## src/rtl/ringosc_meas_ctrl.sv

```systemverilog
// ringosc_meas_ctrl: sequences a bank of ring oscillators, one at a time.
// Each oscillator is enabled, allowed to settle, and then its rising edges are
// counted over a gate window measured in clk cycles. Each result is returned
// over a valid/ready port.
// Build option: define RINGOSC_MEAS_IRQ_EN to add a sticky scan-complete irq
// output and an irq_clr input.
//
// state     | meaning
// S_IDLE    | no scan running; waiting for start
// S_SELECT  | find the next unmasked oscillator, or end the scan
// S_SETTLE  | selected oscillator enabled; waiting SETTLE cycles
// S_MEASURE | counting synchronized rising edges over the gate window
// S_REPORT  | result held on res_* until the handshake

module ringosc_meas_ctrl #(
    parameter int NUM_RO = 4,
    parameter int CNT_W  = 16,
    parameter int GATE_W = 16,
    parameter int SETTLE = 16
) (
    input  logic              clk,
    input  logic              rst_n,
    input  logic              start,
    input  logic              cont,
    input  logic              abort,
    input  logic [NUM_RO-1:0] ro_mask,
    input  logic [GATE_W-1:0] gate_len,
    input  logic [NUM_RO-1:0] ro_in,
    output logic [NUM_RO-1:0] ro_en,
    output logic              busy,
    output logic              res_valid,
    input  logic              res_ready,
    output logic [3:0]        res_id,
    output logic [CNT_W-1:0]  res_count,
    output logic              res_ovf
`ifdef RINGOSC_MEAS_IRQ_EN
    ,
    output logic              irq,
    input  logic              irq_clr
`endif
);

    localparam int SET_W = (SETTLE > 1) ? $clog2(SETTLE) : 1;
    localparam int TMR_W = (GATE_W > SET_W) ? GATE_W : SET_W;
    localparam int IDX_W = 5;

    typedef enum logic [2:0] {
        S_IDLE,
        S_SELECT,
        S_SETTLE,
        S_MEASURE,
        S_REPORT
    } state_t;

    state_t             state_q, state_d;
    logic [IDX_W-1:0]   idx_q, idx_d;
    logic [NUM_RO-1:0]  mask_q, mask_d;
    logic [GATE_W-1:0]  gate_q, gate_d;
    logic [TMR_W-1:0]   tmr_q, tmr_d;
    logic [CNT_W-1:0]   cnt_q, cnt_d;
    logic               ovf_q, ovf_d;
    logic [NUM_RO-1:0]  ro_en_q, ro_en_d;
    logic               res_valid_q, res_valid_d;
    logic [3:0]         res_id_q, res_id_d;
    logic [CNT_W-1:0]   res_count_q, res_count_d;
    logic               res_ovf_q, res_ovf_d;
    logic [NUM_RO-1:0]  sync1_q, sync2_q, sync3_q;

    logic [NUM_RO-1:0]  edges;
    logic               edge_sel;
    logic               nxt_found;
    logic [IDX_W-1:0]   nxt_idx;
    logic [NUM_RO-1:0]  sel_onehot;
    logic [GATE_W-1:0]  gate_m1;
    logic [CNT_W-1:0]   cnt_nxt;
    logic               ovf_nxt;

    // Two-flop synchronizer per oscillator, plus a third flop for edge detection.
    always_ff @(posedge clk or negedge rst_n) begin
        if (!rst_n) begin
            sync1_q <= '0;
            sync2_q <= '0;
            sync3_q <= '0;
        end else begin
            sync1_q <= ro_in;
            sync2_q <= sync1_q;
            sync3_q <= sync2_q;
        end
    end

    // ro_en_q is one-hot on the oscillator under test, so it selects the edge to count.
    assign edges    = sync2_q & ~sync3_q;
    assign edge_sel = |(edges & ro_en_q);
    assign gate_m1  = (gate_q == '0) ? '0 : gate_q - 1'b1;

    // Find the lowest unmasked index at or above idx, and its one-hot enable.
    always_comb begin
        nxt_found  = 1'b0;
        nxt_idx    = '0;
        sel_onehot = '0;
        for (int i = NUM_RO - 1; i >= 0; i--) begin
            if (!mask_q[i] && (IDX_W'(i) >= idx_q)) begin
                nxt_found = 1'b1;
                nxt_idx   = IDX_W'(i);
            end
        end
        for (int i = 0; i < NUM_RO; i++) begin
            sel_onehot[i] = (IDX_W'(i) == nxt_idx);
        end
    end

    // Saturating edge counter; ovf flags an edge lost because the count is at its maximum.
    always_comb begin
        cnt_nxt = cnt_q;
        ovf_nxt = ovf_q;
        if (edge_sel) begin
            if (&cnt_q) begin
                ovf_nxt = 1'b1;
            end else begin
                cnt_nxt = cnt_q + 1'b1;
            end
        end
    end

    // Next-state and datapath logic for the scan sequencer.
    always_comb begin
        state_d     = state_q;
        idx_d       = idx_q;
        mask_d      = mask_q;
        gate_d      = gate_q;
        tmr_d       = tmr_q;
        cnt_d       = cnt_q;
        ovf_d       = ovf_q;
        ro_en_d     = ro_en_q;
        res_valid_d = res_valid_q;
        res_id_d    = res_id_q;
        res_count_d = res_count_q;
        res_ovf_d   = res_ovf_q;
        if (abort) begin
            state_d     = S_IDLE;
            ro_en_d     = '0;
            res_valid_d = 1'b0;
        end else begin
            case (state_q)
                S_IDLE: begin
                    if (start && !(&ro_mask)) begin
                        mask_d  = ro_mask;
                        gate_d  = gate_len;
                        idx_d   = '0;
                        state_d = S_SELECT;
                    end
                end
                S_SELECT: begin
                    if (!nxt_found) begin
                        // Continuous mode reloads the configuration and starts over.
                        if (cont && !(&ro_mask)) begin
                            mask_d  = ro_mask;
                            gate_d  = gate_len;
                            idx_d   = '0;
                            state_d = S_SELECT;
                        end else begin
                            state_d = S_IDLE;
                        end
                    end else begin
                        idx_d   = nxt_idx;
                        ro_en_d = sel_onehot;
                        tmr_d   = TMR_W'(SETTLE - 1);
                        state_d = S_SETTLE;
                    end
                end
                S_SETTLE: begin
                    if (tmr_q == '0) begin
                        cnt_d   = '0;
                        ovf_d   = 1'b0;
                        tmr_d   = TMR_W'(gate_m1);
                        state_d = S_MEASURE;
                    end else begin
                        tmr_d = tmr_q - 1'b1;
                    end
                end
                S_MEASURE: begin
                    cnt_d = cnt_nxt;
                    ovf_d = ovf_nxt;
                    if (tmr_q == '0) begin
                        // Any edge seen in the final gate cycle is included via cnt_nxt.
                        ro_en_d     = '0;
                        res_valid_d = 1'b1;
                        res_id_d    = idx_q[3:0];
                        res_count_d = cnt_nxt;
                        res_ovf_d   = ovf_nxt;
                        state_d     = S_REPORT;
                    end else begin
                        tmr_d = tmr_q - 1'b1;
                    end
                end
                S_REPORT: begin
                    if (res_ready) begin
                        res_valid_d = 1'b0;
                        idx_d       = idx_q + 1'b1;
                        state_d     = S_SELECT;
                    end
                end
                default: begin
                    state_d = S_IDLE;
                    ro_en_d = '0;
                end
            endcase
        end
    end

    // State and datapath registers.
    always_ff @(posedge clk or negedge rst_n) begin
        if (!rst_n) begin
            state_q     <= S_IDLE;
            idx_q       <= '0;
            mask_q      <= '0;
            gate_q      <= '0;
            tmr_q       <= '0;
            cnt_q       <= '0;
            ovf_q       <= 1'b0;
            ro_en_q     <= '0;
            res_valid_q <= 1'b0;
            res_id_q    <= '0;
            res_count_q <= '0;
            res_ovf_q   <= 1'b0;
        end else begin
            state_q     <= state_d;
            idx_q       <= idx_d;
            mask_q      <= mask_d;
            gate_q      <= gate_d;
            tmr_q       <= tmr_d;
            cnt_q       <= cnt_d;
            ovf_q       <= ovf_d;
            ro_en_q     <= ro_en_d;
            res_valid_q <= res_valid_d;
            res_id_q    <= res_id_d;
            res_count_q <= res_count_d;
            res_ovf_q   <= res_ovf_d;
        end
    end

    assign ro_en     = ro_en_q;
    assign busy      = (state_q != S_IDLE);
    assign res_valid = res_valid_q;
    assign res_id    = res_id_q;
    assign res_count = res_count_q;
    assign res_ovf   = res_ovf_q;

`ifdef RINGOSC_MEAS_IRQ_EN
    logic irq_q;
    logic scan_done;

    assign scan_done = (state_q == S_SELECT) && !nxt_found && !abort;

    // Sticky scan-complete flag; a completion in the same cycle as irq_clr keeps it set.
    always_ff @(posedge clk or negedge rst_n) begin
        if (!rst_n) begin
            irq_q <= 1'b0;
        end else begin
            irq_q <= scan_done | (irq_q & ~irq_clr);
        end
    end

    assign irq = irq_q;
`endif

endmodule

```

## config.mk

```make
export PLATFORM = sky130hd
export DESIGN_NAME = ringosc_meas_ctrl
export DESIGN_NICKNAME = d
export VERILOG_FILES = /design/src/rtl/ringosc_meas_ctrl.sv
export SDC_FILE = /design/constraint.sdc
export NUM_CORES = 1
export LEC_CHECK = 0
export ABC_AREA = 1
export ABC_CLOCK_PERIOD_IN_PS = 2000
export BUFFER_PORTS_ARGS = -buffer_cell sky130_fd_sc_hd__clkbuf_2
export CAP_MARGIN = 10
export CORE_AREA = 2 2 124 126
export CTS_CLUSTER_DIAMETER = 100
export CTS_CLUSTER_SIZE = 16
export DETAILED_ROUTE_END_ITERATION = 10
export DIE_AREA = 0 0 126 128
export PLACE_DENSITY = 0.62
export SYNTH_ARGS = -nofsm -noshare
export SYNTH_HDL_FRONTEND = slang
export SYNTH_SLANG_ARGS = --single-unit
```

## constraint.sdc

```tcl
create_clock -name clk -period 2 [get_ports clk]
set_clock_uncertainty 0.15 [all_clocks]
set_input_delay 0.3 -clock clk [delete_from_list [all_inputs] [get_ports clk]]
set_output_delay 0.3 -clock clk [all_outputs]
set_load 0.05 [all_outputs]
```

Word-level counts from Yosys, hierarchy flattened. Cells that the tools add are included.

Register bits after elaboration: 99. Input bits: 30. Output and inout port bits: 27. Word-level logic and storage cells: 131.

Add/subtract/negate cells: 4. Magnitude comparators: 4. Equal/unequal tests: 21. Multiplexer cells: 50. Bitwise logic cells: 4. Reductions and logical operators: 33.

Operator list (count): 16-bit 2-to-1 mux (10); 16-bit case mux with 2 select lines (2); 16-bit case mux with 3 select lines (1); 5-bit 2-to-1 mux (7); 16-bit zero test (2); 16-bit by 1-bit subtractor with 16-bit output (second input constant) (2); 4-bit 2-to-1 mux (6); 3-bit 2-to-1 mux (6); 3-bit != test (second input constant) (6); 16-bit by 1-bit adder with 16-bit output (second input constant) (1); 16-bit AND reduction (1); 3-bit case mux with 5 select lines (1); 5-bit case mux with 3 select lines (1); 2-bit != test (second input constant) (7); 4-bit case mux with 3 select lines (1); 3-bit AND reduction (4); 4-bit AND reduction (3); 3-bit nonzero test (4); 1-bit 2-to-1 mux (11); 2-bit by 5-bit equality test with 1-bit output (first input constant) (2); 1-bit by 5-bit greater-or-equal comparator with 1-bit output (first input constant) (2); 2-bit by 5-bit greater-or-equal comparator with 1-bit output (first input constant) (2); 5-bit AND reduction (2); 4-bit bitwise AND (2); other kinds (18) (30).

Logic depth before layout (Yosys ltp). Gate-level depths: netlist of run 1.

Depth in word-level cells: 10. Gate-level depth with buffers: 12. Gate-level depth less buffers: 12.

Worst setup path before layout of run 1. Ideal clock, no wire load.

Kind: reg-to-reg. Start point: register state_q[1]. End point: register gate_q[0]. Library setup time: 0.066 ns. Arrival time: 1.835 ns. Path slack: -0.051 ns. Cell stages (with the launch flop): 9. Path buffers: 1. Path through: dfrtp_1 > nor2_1 > nand2_1 > a21oi_1 > a211oi_2 > nand2_1 > buf_2 > nand2_1 > nand2_1.

Word-level cells in the longest chain between the ends: 3.

RTL lines: start, declared (RTL line 55) `state_t state_q, state_d;`; start signal, assigned (RTL line 227) `state_q <= state_d;`; 3-bit by 1-bit equality test with 1-bit output / 3-bit zero test (equally long branches) (RTL line 144) `case (state_q)`; 2-bit != test (no line) / 2-bit nonzero test (equally long branches); 5-bit AND reduction (no line); end signal, assigned (RTL line 230) `gate_q <= gate_d;`; end, declared (RTL line 58) `logic [GATE_W-1:0] gate_q, gate_d;`.

Several ways; a longest one is shown, not always the timed one. A chain may end at the register's enable or synchronous reset.

Final worst setup path of run 1.
Start point: register idx_q[1]. End point: register gate_q[10].

Word-level cells in the longest chain between the ends: 8.

RTL lines: start, declared (RTL line 56) `logic [IDX_W-1:0] idx_q, idx_d;`; start signal, assigned (RTL line 228) `idx_q <= idx_d;`; 2-bit by 5-bit greater-or-equal comparator with 1-bit output (RTL line 102) `if (!mask_q[i] && (IDX_W'(i) >= idx_q)) begin`; 1-bit logical AND (RTL line 102); 1-bit 2-to-1 mux (3 in a row) (RTL line 102); 1-bit 2-to-1 mux (*) (RTL line 102); 2-bit != test (no line) (*); 5-bit AND reduction (no line) (*).

Every way passes the cells marked *; elsewhere a longest branch is shown, timed or not.

==> impl_metrics.env, run 1 <==
export IMPL_multiInputGateArea_mm2=0.00302
export IMPL_p_per_area_mw_per_mm2=1270
export IMPL_stdcell_area_mm2=0.00728
export IMPL_drc_errors=0
export IMPL_gr_usage_all_layers_pct=19.3
export IMPL_synth_seq_cells=99
export IMPL_async_reset_ff_share_pct=100
export IMPL_io_pins=57
export IMPL_hp_class="in -> reg"
export IMPL_fp_dieH_um=128
export IMPL_drt_pass1_iterations=5
export IMPL_report_final_slew_viol_count=0
export IMPL_final_cells=1141
export IMPL_cts_buffers=9
export IMPL_root_buffer="clkbuf_16"
export IMPL_insertion_delay_ns=0.36
export IMPL_coreArea_mm2=0.0149
export IMPL_finalHoldViolations=0
export IMPL_nNetsFinal=985
export IMPL_fin_crit_ns=1.90
export IMPL_syn2layout_area_growth_pct=25.6
export IMPL_final_setup_viol_count=0
export IMPL_drt_iter0_drc=346
export IMPL_synthFlopType="dfrtp_1"
export IMPL_dieArea_mm2=0.0161
export IMPL_start_util_pct=39.0
export IMPL_cts_tree="yes"
export IMPL_vias=5669
export IMPL_path_max_fanout=20
export IMPL_n_antenna_cell=0
export IMPL_fill_cells=1500
export IMPL_required_ns=2.11
export IMPL_p_total_uw=9260
export IMPL_avgSynthCellArea_um2=7.07
export IMPL_synth_top_area_share_pct=42.7
export IMPL_crit_arrival_ns=2.01
export IMPL_synth_seq_area_share_pct=42.7
export IMPL_max_slew_worst_pin_slew_ns=0.447
export IMPL_cts_sinks=99
export IMPL_clock_fmax_mhz=526
export IMPL_wirelength_um=15100
export IMPL_p_leak_uw=0.00377
export IMPL_synthCells=820
export IMPL_max_vdd_ir_drop_v=0.000552
export IMPL_end_kind="flip-flop"
export IMPL_placed_cells=1113
export IMPL_synth_nets=857
export IMPL_status="completed"
export IMPL_synth_distinct_cells=32
export IMPL_finalCritPeriodShare_pct=95.0
export IMPL_seq_area_mm2=0.00248
export IMPL_yosys_area_top_type="dfrtp_1"
export IMPL_synth_area_leaders="dfrtp_1 (43%), nand2_1 (19%), nand3_1 (9.5%)"
export IMPL_relSlewSlack_pct=70.2
export IMPL_antenna_found_initial=0
export IMPL_start_kind="flip-flop"
export IMPL_maxCapViolations=0
export IMPL_path_clk_slew_ns=0.08
export IMPL_gr_total_overflow=0
export IMPL_grt_max_degree=35
export IMPL_utilization_pct=49.0
export IMPL_grt_pass1_vias=5340
export IMPL_ant_nets=0
export IMPL_synth_area_mm2=0.00580
export IMPL_numPortBuffers=56
export IMPL_rsz0062_at_grt="false"
export IMPL_rows=45
export IMPL_tns_ns=0
export IMPL_place_area_mm2=0.00678
export IMPL_wl_per_cell_um=13.2
export IMPL_viasPerCell=4.97
export IMPL_drive_gt1_share_pct=20.7
export IMPL_grt_pass1_wl_um=25400
export IMPL_ys_warn_count=0
export IMPL_die_w_um=126
export IMPL_path_class="reg -> reg"
export IMPL_ctsLongestPathBuffers=2
export IMPL_hpwl_um=11100
export IMPL_htree_levels=3
export IMPL_synth_edff_count=0
export IMPL_routabilityCongestion=0.879
-- flip-flops by register name, indices dropped and copies added, names as in the netlist, 3 cells and up --
name and flops:
cnt_q 16, gate_q 16, res_count 16, tmr_q 16, idx_q 5, mask_q 4
res_id 4, ro_en 4, sync1_q 4, sync2_q 4, sync3_q 4, state_q 3
-- metal layers --
layer | part of all wire [%] | vias up | GRT usage (%)
met5 | 0 | - | 0
met4 | 2.4 | 0 | 7.11
met3 | 3.6 | 24 | 3.46
met2 | 47 | 123 | 31.7
met1 | 47 | 2635 | 25.6
li1 | - | 2887 | -
-- path summary, 6_finish.rpt --
check / from / to / slack [ns] / cells past startpoint
min reg2reg: sync1_q[0]$_DFF_PN0_ / sync2_q[0]$_DFF_PN0_ / 0.20 / 0
max: idx_q[1]$_DFFE_PN0P_ / gate_q[10]$_DFFE_PN0P_ / 0.1 / 11
min in group asynchronous: rst_n / res_id[1]$_DFFE_PN0P_ / 0.28 / 2
max in group asynchronous: rst_n / tmr_q[14]$_DFFE_PN0P_ / 0.88 / 3
max reg2reg: idx_q[1]$_DFFE_PN0P_ / gate_q[10]$_DFFE_PN0P_ / 0.1 / 11
min: gate_len[8] / gate_q[8]$_DFFE_PN0P_ / 0.006 / 3
-- stage by stage --
step	setup WS [ns]	hold WS (ns)
6_report	0.0992	0.00641
5_1_grt	0.000669	0.0155
4_1_cts	0.0448	0.00374
3_5_place_dp	0.0726	0.131
3_3_place_gp	0.0910	0.128
2_1_floorplan	0.0450	-0.146
-- worst max-delay path, stage by stage (launching register included) --
cell	delay (ns)
dfrtp_1	0.43
inv_2	0.06
ha_1	0.18
nor2_1	0.13
nor2_2	0.07
nor2_4	0.14
nand2_1	0.08
o21ai_2	0.15
nand2_1	0.11
buf_12	0.17
nand2_1	0.07
nand2_1	0.05
-- what timing repair did --
action                     CTS  global route
setup endpoints to repair    1            69
buffers inserted             0             7
hold endpoints to repair    36             0
gates resized for setup      1            33
hold buffers                 5             0
pin swaps                    0             5
-- cells by family after synthesis --
| family | after synthesis | share of synthesized area (%) |
|---|---|---|
| compound gates | 66 | 6.41 |
| xor+xnor | 28 | 4.23 |
| fa+ha+maj | 7 | 1.51 |
| buf+inv | 99 | 6.73 |
| flops | 99 | 42.7 |
| simple gates | 521 | 38.4 |
-- placed cells by master (no fill, tap or decap), types with 7 or more instances in the layout --
cell	n
o21ai_0	35
nor2_2	13
dfrtp_1	99
clkbuf_16	9
buf_4	68
nor3_1	10
nand2_1	288
nand3_1	107
nand4_1	8
xor2_1	25
clkbuf_2	55
o211ai_1	7
o21ai_1	10
inv_2	11
inv_1	70
nor2_1	66
-- report_power, final --
part	switching, µW	leakage [µW]	internal (µW)
logic	2800	0.00237	1720
clock network	871	0.000138	877
registers	457	0.00126	2530
-- cells in the mapped netlist (all sizes together), types with 2 or more instances --
| cell type | number |
|---|---|
| nor2 | 82 |
| nand3b | 6 |
| xor2 | 26 |
| clkbuf | 6 |
| o211ai | 7 |
| ha | 7 |
| nor3 | 15 |
| o21bai | 3 |
| a21oi | 6 |
| nand4 | 9 |
| dfrtp | 99 |
| nand2 | 291 |
| nand3 | 112 |
| o21ai | 47 |
| buf | 11 |
| inv | 82 |
| xnor2 | 2 |
| or2 | 4 |
-- area by class of cell --
class	count	share of cell area [%]
flip-flops and latches	99	34.0
inverters	82	4.26
multi-input cells	622	41.5
well taps	188	3.23
clock buffers	9	3.09
repair buffers	134	12.9
clock inverters	7	1.01
Power figures use the tool's default switching activity.
==> inputs of run 2 (changes only) <==
ABC_AREA = unset   (was 1)
CORE_AREA = 2 2 120 122   (was 2 2 124 126)
DIE_AREA = 0 0 122 124   (was 0 0 126 128)
==> impl_metrics.env, run 2 <==
export IMPL_status="finished, violations left"
export IMPL_violations="setup timing"
export IMPL_pwr_share_clk_pct=18.8
export IMPL_r2r_cells=10
export IMPL_grt_pass1_wl_um=25900
export IMPL_synth_seq_cells=99
export IMPL_syn2layout_area_growth_pct=53.2
export IMPL_fp_dieH_um=124
export IMPL_required_ns=2.13
export IMPL_insertion_delay_ns=0.36
export IMPL_layout_commonest_cell="buf_4"
export IMPL_hp_class="in -> reg"
export IMPL_synth_simple_gate_area_share_pct=21.4
export IMPL_yosys_area_top_type="dfrtp_1"
export IMPL_maxCapViolations=0
export IMPL_drive_gt1_share_pct=50.9
export IMPL_drc_errors=0
export IMPL_die_w_um=122
export IMPL_cts_tree="yes"
export IMPL_max_slew_worst_pin_slew_ns=0.580
export IMPL_relSlewSlack_pct=61.3
export IMPL_synth_top_area_share_pct=45.4
export IMPL_vias=5256
export IMPL_place_ws_ns=-0.376
export IMPL_power_switching_uw=3360
export IMPL_ys_warn_count=0
export IMPL_clock_fmax_mhz=430
export IMPL_rsz0062_at_grt="true"
export IMPL_hpwl_um=11200
export IMPL_dieArea_mm2=0.0151
export IMPL_synth_most_common_cell="dfrtp_1"
export IMPL_synth_compound_area_share_pct=19.6
export IMPL_wl_per_cell_um=16.9
export IMPL_avgSynthCellArea_um2=9.68
export IMPL_min_to="gate_q[10]$_DFFE_PN0P_"
export IMPL_r2r_end="tmr_q[6]$_DFFE_PN0P_"
export IMPL_report_final_slew_viol_count=0
export IMPL_reg2reg_setup_slack_ns=-0.33
export IMPL_n_antenna_cell=0
export IMPL_fin_crit_ns=2.33
export IMPL_grt_pass1_vias=5331
export IMPL_drt_pass1_iterations=4
export IMPL_cts_buffers=9
export IMPL_synth_area_mm2=0.00546
export IMPL_final_setup_viol_count=78
export IMPL_root_buffer="clkbuf_16"
export IMPL_max_vdd_ir_drop_v=0.000692
export IMPL_htree_levels=3
export IMPL_cts_sinks=99
export IMPL_io_pins=57
export IMPL_synth_xor_area_share_pct=3.05
export IMPL_min_from="gate_len[10]"
export IMPL_synth_area_leaders="dfrtp_1 (45%), nor2_1 (3.4%), nand2_1 (3.2%)"
export IMPL_finalCritPeriodShare_pct=116
export IMPL_ant_nets=0
export IMPL_ctsLongestPathBuffers=2
export IMPL_numPortBuffers=56
export IMPL_sw_frac_of_total_pct=37.4
export IMPL_hold_path_depth=2
export IMPL_async_reset_ff_share_pct=100
export IMPL_final_cell_mix="buf_4 (136), dfrtp_1 (94), clkbuf_2 (55), nor2_1 (43), nand2_1 (33)"
export IMPL_start_kind="flip-flop"
export IMPL_synth_nets=601
export IMPL_wirelength_um=16300
export IMPL_end_kind="flip-flop"
export IMPL_start_util_pct=39.8
export IMPL_synth_commonest_cells="dfrtp_1 (99), nor2_1 (49), nand2_1 (47)"
export IMPL_path_class="reg -> reg"
export IMPL_p_total_uw=8990
export IMPL_viasPerCell=5.48
export IMPL_p_comb_share_pct=51.3
export IMPL_coreArea_mm2=0.0137
export IMPL_grt_max_degree=100
export IMPL_synthFlopType="dfrtp_1"
export IMPL_gr_total_overflow=0
export IMPL_routabilityCongestion=1.01
export IMPL_path_clk_slew_ns=0.07
export IMPL_antenna_found_initial=0
export IMPL_nNetsFinal=812
export IMPL_gr_usage_all_layers_pct=21.8
export IMPL_finalWorstSetupSlack_ns=-0.326
export IMPL_drt_iter0_drc=324
export IMPL_synthAdderAreaFrac_pct=1.60
export IMPL_rows=43
export IMPL_seqPwrFrac_pct=30.0
export IMPL_p_leak_uw=0.00378
export IMPL_synthCells=564
export IMPL_r2r_start="tmr_q[1]$_DFFE_PN0P_"
export IMPL_p_per_area_mw_per_mm2=1080
export IMPL_crit_arrival_ns=2.45
export IMPL_synthMuxAreaShare_pct=5.11
export IMPL_synth_top_family_by_area="simple AND/OR/NAND/NOR gates"
export IMPL_internal_power_uw=5630
export IMPL_synth_edff_count=0
export IMPL_path_max_fanout=6
export IMPL_synth_distinct_cells=76
export IMPL_finalHoldViolations=0
export IMPL_synth_seq_area_share_pct=45.4
run 2: cell types whose count changed after synthesis, moves of 13 or more:
cell	before	now
mux2_2	0	13
xor2_1	26	8
a31oi_1	0	14
nor2_1	77	49
nand3_1	110	13
o21ai_1	8	25
a21oi_1	6	33
inv_1	73	17
nand2_1	291	47
run 2: layer usage:
layer,track usage (%),share of wire (%),vias to the layer above,wire (µm)
met4,6.47,1.9,0,308
li1,-,-,2506,-
met3,3.89,3.4,25,558
met2,39.7,53,103,8570
met5,0,0,-,0
met1,26.3,42,2622,6840
run 2: stage by stage:
stage / TNS, ns / hold WS [ns] / instances / util [%] / instance area [µm²]
after floorplan: -8.91 / -0.146 / 564 / - / 5660
after global placement: -10.39 / 0.184 / 916 / 52.1 / 7150
after detailed placement: -13.35 / 0.187 / 916 / 52.1 / 7150
after CTS: -13.85 / 0.0195 / 953 / 58.1 / 7970
after global routing: -23.03 / 0.0211 / 960 / 61.0 / 8360
final: -16.17 / 0.0249 / 960 / 61.0 / 8360
run 2: power groups by stage:
stage	clock network [µW]	registers, µW	logic (µW)
3_3_place_gp	0	2680	3800
3_5_place_dp	0	2680	3880
4_1_cts	1720	2680	4250
5_1_grt	1810	2740	4970
6_report	1690	2690	4610
2_1_floorplan	0	2790	1980
run 2: worst max-delay path, stage by stage (launching register included):
cell and delay, ns:
dfrtp_1 0.39, inv_2 0.09, ha_4 0.13, or4b_4 0.48, nor3b_4 0.21, buf_6 0.14
buf_6 0.12, o2111a_2 0.22, buf_6 0.13, a21oi_1 0.06, o21ai_1 0.13
run 2: logic make-up (layout without fill, tap and decap cells):
| kind of cell | after synthesis | after routing |
|---|---|---|
| mux | 25 | 25 |
| compound gates | 165 | 165 |
| fa+ha+maj | 7 | 7 |
| buf+inv | 45 | 260 |
| flops | 99 | 99 |
| simple gates | 204 | 205 |
| xor+xnor | 19 | 19 |
run 2: what timing repair did:
action                     in CTS  in global routing
gates cloned                    4                  3
gates resized for setup        79                 77
hold buffers                    5                  0
setup endpoints to repair      79                 87
pin swaps                      32                 33
setup buffers                  13                 10
hold endpoints to repair      103                  0
run 2: layout make-up:
class                           count  area, µm²
Fill cell                        1129       5360
Multi-Input combinational cell    421       3480
Sequential cell                    99       2480
Timing Repair Buffer              226       1820
Clock buffer                       12        256
Tap cell                          180        225
Inverter                           18       70.1
Clock inverter                      4       25.0
run 2: worst max path at each step:
stage / from / end / slack [ns]
after detailed placement: gate_q[10]$_DFFE_PN0P_ / tmr_q[14]$_DFFE_PN0P_ / -0.38
after floorplan: tmr_q[1]$_DFFE_PN0P_ / res_count[13]$_DFFE_PN0P_ / -0.25
after global placement: tmr_q[1]$_DFFE_PN0P_ / tmr_q[4]$_DFFE_PN0P_ / -0.25
after global routing: tmr_q[1]$_DFFE_PN0P_ / tmr_q[4]$_DFFE_PN0P_ / -0.44
final: tmr_q[1]$_DFFE_PN0P_ / tmr_q[6]$_DFFE_PN0P_ / -0.33
after CTS: tmr_q[1]$_DFFE_PN0P_ / tmr_q[13]$_DFFE_PN0P_ / -0.31
==> inputs of run 3 (changes only) <==
CTS_CLUSTER_DIAMETER = unset   (was 100)
REMOVE_ABC_BUFFERS = 1   (was unset)
==> impl_metrics.env, run 3 (same netlist as run 2, synthesis figures left out) <==
export IMPL_crit_arrival_ns=2.42
export IMPL_violations="setup timing"
export IMPL_ant_nets=0
export IMPL_dieArea_mm2=0.0151
export IMPL_start_util_pct=39.8
export IMPL_die_w_um=122
export IMPL_p_per_area_mw_per_mm2=1080
export IMPL_path_clk_slew_ns=0.07
export IMPL_fp_dieH_um=124
export IMPL_gr_usage_all_layers_pct=22.1
export IMPL_routabilityCongestion=0.909
export IMPL_cts_tree="yes"
export IMPL_path_cells="inv_2, ha_4, or4b_4, nor3b_4, and2_4, nand2_8, buf_8, a21o_1"
export IMPL_min_from="gate_len[1]"
export IMPL_required_ns=2.10
export IMPL_grt_pass1_vias=5309
export IMPL_report_final_slew_viol_count=0
export IMPL_path_class="reg -> reg"
export IMPL_end_kind="flip-flop"
export IMPL_r2r_cells=8
export IMPL_status="finished, violations left"
export IMPL_grt_pass1_wl_um=26100
export IMPL_finalHoldViolations=0
export IMPL_p_leak_uw=0.00380
export IMPL_relSlewSlack_pct=61.2
export IMPL_final_setup_viol_count=82
export IMPL_fill_cells=1169
export IMPL_multiInputGateArea_mm2=0.00339
export IMPL_clock_fmax_mhz=430
export IMPL_hp_class="in -> reg"
export IMPL_ctsLongestPathBuffers=2
export IMPL_viasPerCell=5.46
export IMPL_hold_path_depth=2
export IMPL_drc_errors=0
export IMPL_coreArea_mm2=0.0137
export IMPL_internal_power_uw=5670
export IMPL_cp_slowest_cell="or4b_4"
export IMPL_drive_gt1_share_pct=49.1
export IMPL_n_antenna_cell=0
export IMPL_grt_max_degree=43
export IMPL_hpwl_um=11500
export IMPL_r2r_start="tmr_q[1]$_DFFE_PN0P_"
export IMPL_sw_frac_of_total_pct=36.8
export IMPL_max_vdd_ir_drop_v=0.000773
export IMPL_htree_levels=3
export IMPL_r2r_end="res_count[12]$_DFFE_PN0P_"
export IMPL_drt_pass1_iterations=4
export IMPL_rows=43
export IMPL_final_cells=962
export IMPL_numPortBuffers=56
export IMPL_max_slew_worst_pin_slew_ns=0.583
export IMPL_cts_sinks=99
export IMPL_syn2layout_area_growth_pct=51.6
export IMPL_min_to="gate_q[1]$_DFFE_PN0P_"
export IMPL_rsz0062_at_grt="true"
export IMPL_wl_per_cell_um=17.1
export IMPL_final_cell_mix="buf_4 (138), dfrtp_1 (98), clkbuf_2 (54), nor2_1 (49), nand2_1 (28)"
export IMPL_power_switching_uw=3300
export IMPL_start_kind="flip-flop"
export IMPL_vias=5253
export IMPL_root_buffer="clkbuf_16"
export IMPL_layout_commonest_cell="buf_4"
export IMPL_reg2reg_setup_slack_ns=-0.33
export IMPL_drt_iter0_drc=357
export IMPL_cts_buffers=9
export IMPL_pwr_share_clk_pct=20.3
export IMPL_seqPwrFrac_pct=30.0
export IMPL_path_max_fanout=8
export IMPL_finalWorstSetupSlack_ns=-0.326
export IMPL_gr_total_overflow=0
export IMPL_nNetsFinal=815
export IMPL_maxCapViolations=0
export IMPL_placed_cells=923
export IMPL_seq_area_mm2=0.00248
export IMPL_wirelength_um=16400
export IMPL_finalCritPeriodShare_pct=116
export IMPL_utilization_pct=60.3
export IMPL_antenna_found_initial=0
export IMPL_fin_crit_ns=2.33
export IMPL_insertion_delay_ns=0.36
export IMPL_io_pins=57
export IMPL_max_stage_delay_ns=0.48
export IMPL_p_comb_share_pct=49.7
==> run 3: worst max-delay path by stage <==
stage | end | slack, ns | from | cells after the start
2_1_floorplan | gate_q[0]$_DFFE_PN0P_ | -1.57 | state_q[2]$_DFFE_PN0P_ | 3
3_3_place_gp | tmr_q[13]$_DFFE_PN0P_ | -0.45 | tmr_q[1]$_DFFE_PN0P_ | 9
3_5_place_dp | tmr_q[13]$_DFFE_PN0P_ | -0.46 | tmr_q[1]$_DFFE_PN0P_ | 9
4_1_cts | tmr_q[8]$_DFFE_PN0P_ | -0.29 | tmr_q[1]$_DFFE_PN0P_ | 9
5_1_grt | res_count[11]$_DFFE_PN0P_ | -0.42 | tmr_q[1]$_DFFE_PN0P_ | 9
6_report | res_count[12]$_DFFE_PN0P_ | -0.33 | tmr_q[1]$_DFFE_PN0P_ | 8
==> run 3: power groups by stage <==
stage | clock, µW | combinational [µW] | sequential [µW]
global placement | 0 | 3480 | 2660
finish | 1820 | 4460 | 2700
detailed placement | 0 | 3550 | 2680
CTS | 1830 | 4200 | 2670
global route | 1910 | 4800 | 2750
floorplan | 0 | 1560 | 2830
==> run 3: stage by stage <==
| step | total power [µW] | hold slack (ns) | setup slack, ns | TNS (ns) | cell area [µm²] |
|---|---|---|---|---|---|
| after global placement | 6140 | 0.0646 | -0.446 | -24.27 | 7000 |
| after floorplan | 4390 | -0.146 | -1.57 | -47.31 | 5320 |
| final | 8970 | 0.0150 | -0.326 | -17.23 | 8280 |
| after global routing | 9460 | 0.0185 | -0.415 | -25.17 | 8280 |
| after CTS | 8700 | 0.00980 | -0.288 | -15.36 | 7880 |
| after detailed placement | 6220 | 0.0639 | -0.458 | -26.21 | 7000 |
==> run 3: critical path, delay by kind of cell, from the launching register on <==
| kind | cells | cell delay, ns |
|---|---|---|
| AO/OA/AOI/OAI | 1 | 0.17 |
| adder cells (fa/ha/maj) | 1 | 0.14 |
| buffers and inverters | 2 | 0.26 |
| flip-flops | 1 | 0.39 |
| AND/OR/NAND/NOR | 4 | 1.10 |
==> run 3: final cells by class <==
| class | instances | area share [%] |
|---|---|---|
| clock buffers | 10 | 2.89 |
| clock inverters | 5 | 0.741 |
| inverters | 18 | 0.846 |
| multi-input cells | 420 | 41.0 |
| flip-flops and latches | 99 | 29.9 |
| well taps | 180 | 2.72 |
| repair buffers | 230 | 21.9 |
==> run 3: repair_timing <==
| action | 4_1_cts | 5_1_grt |
|---|---|---|
| pin swaps | 34 | 27 |
| buffers inserted | 12 | 5 |
| endpoints found under the hold margin | 19 | 0 |
| endpoints found under the setup margin | 83 | 87 |
| resized for setup | 117 | 75 |
| gates cloned | 1 | 3 |
| hold buffers | 5 | 0 |
==> run 3: per-layer routing <==
layer,wire length [µm],vias to the layer above,track usage [%]
li1,-,2508,-
met1,7240,2619,27.6
met2,8360,100,38.2
met3,472,26,3.43
met4,374,0,9.05
met5,0,-,0
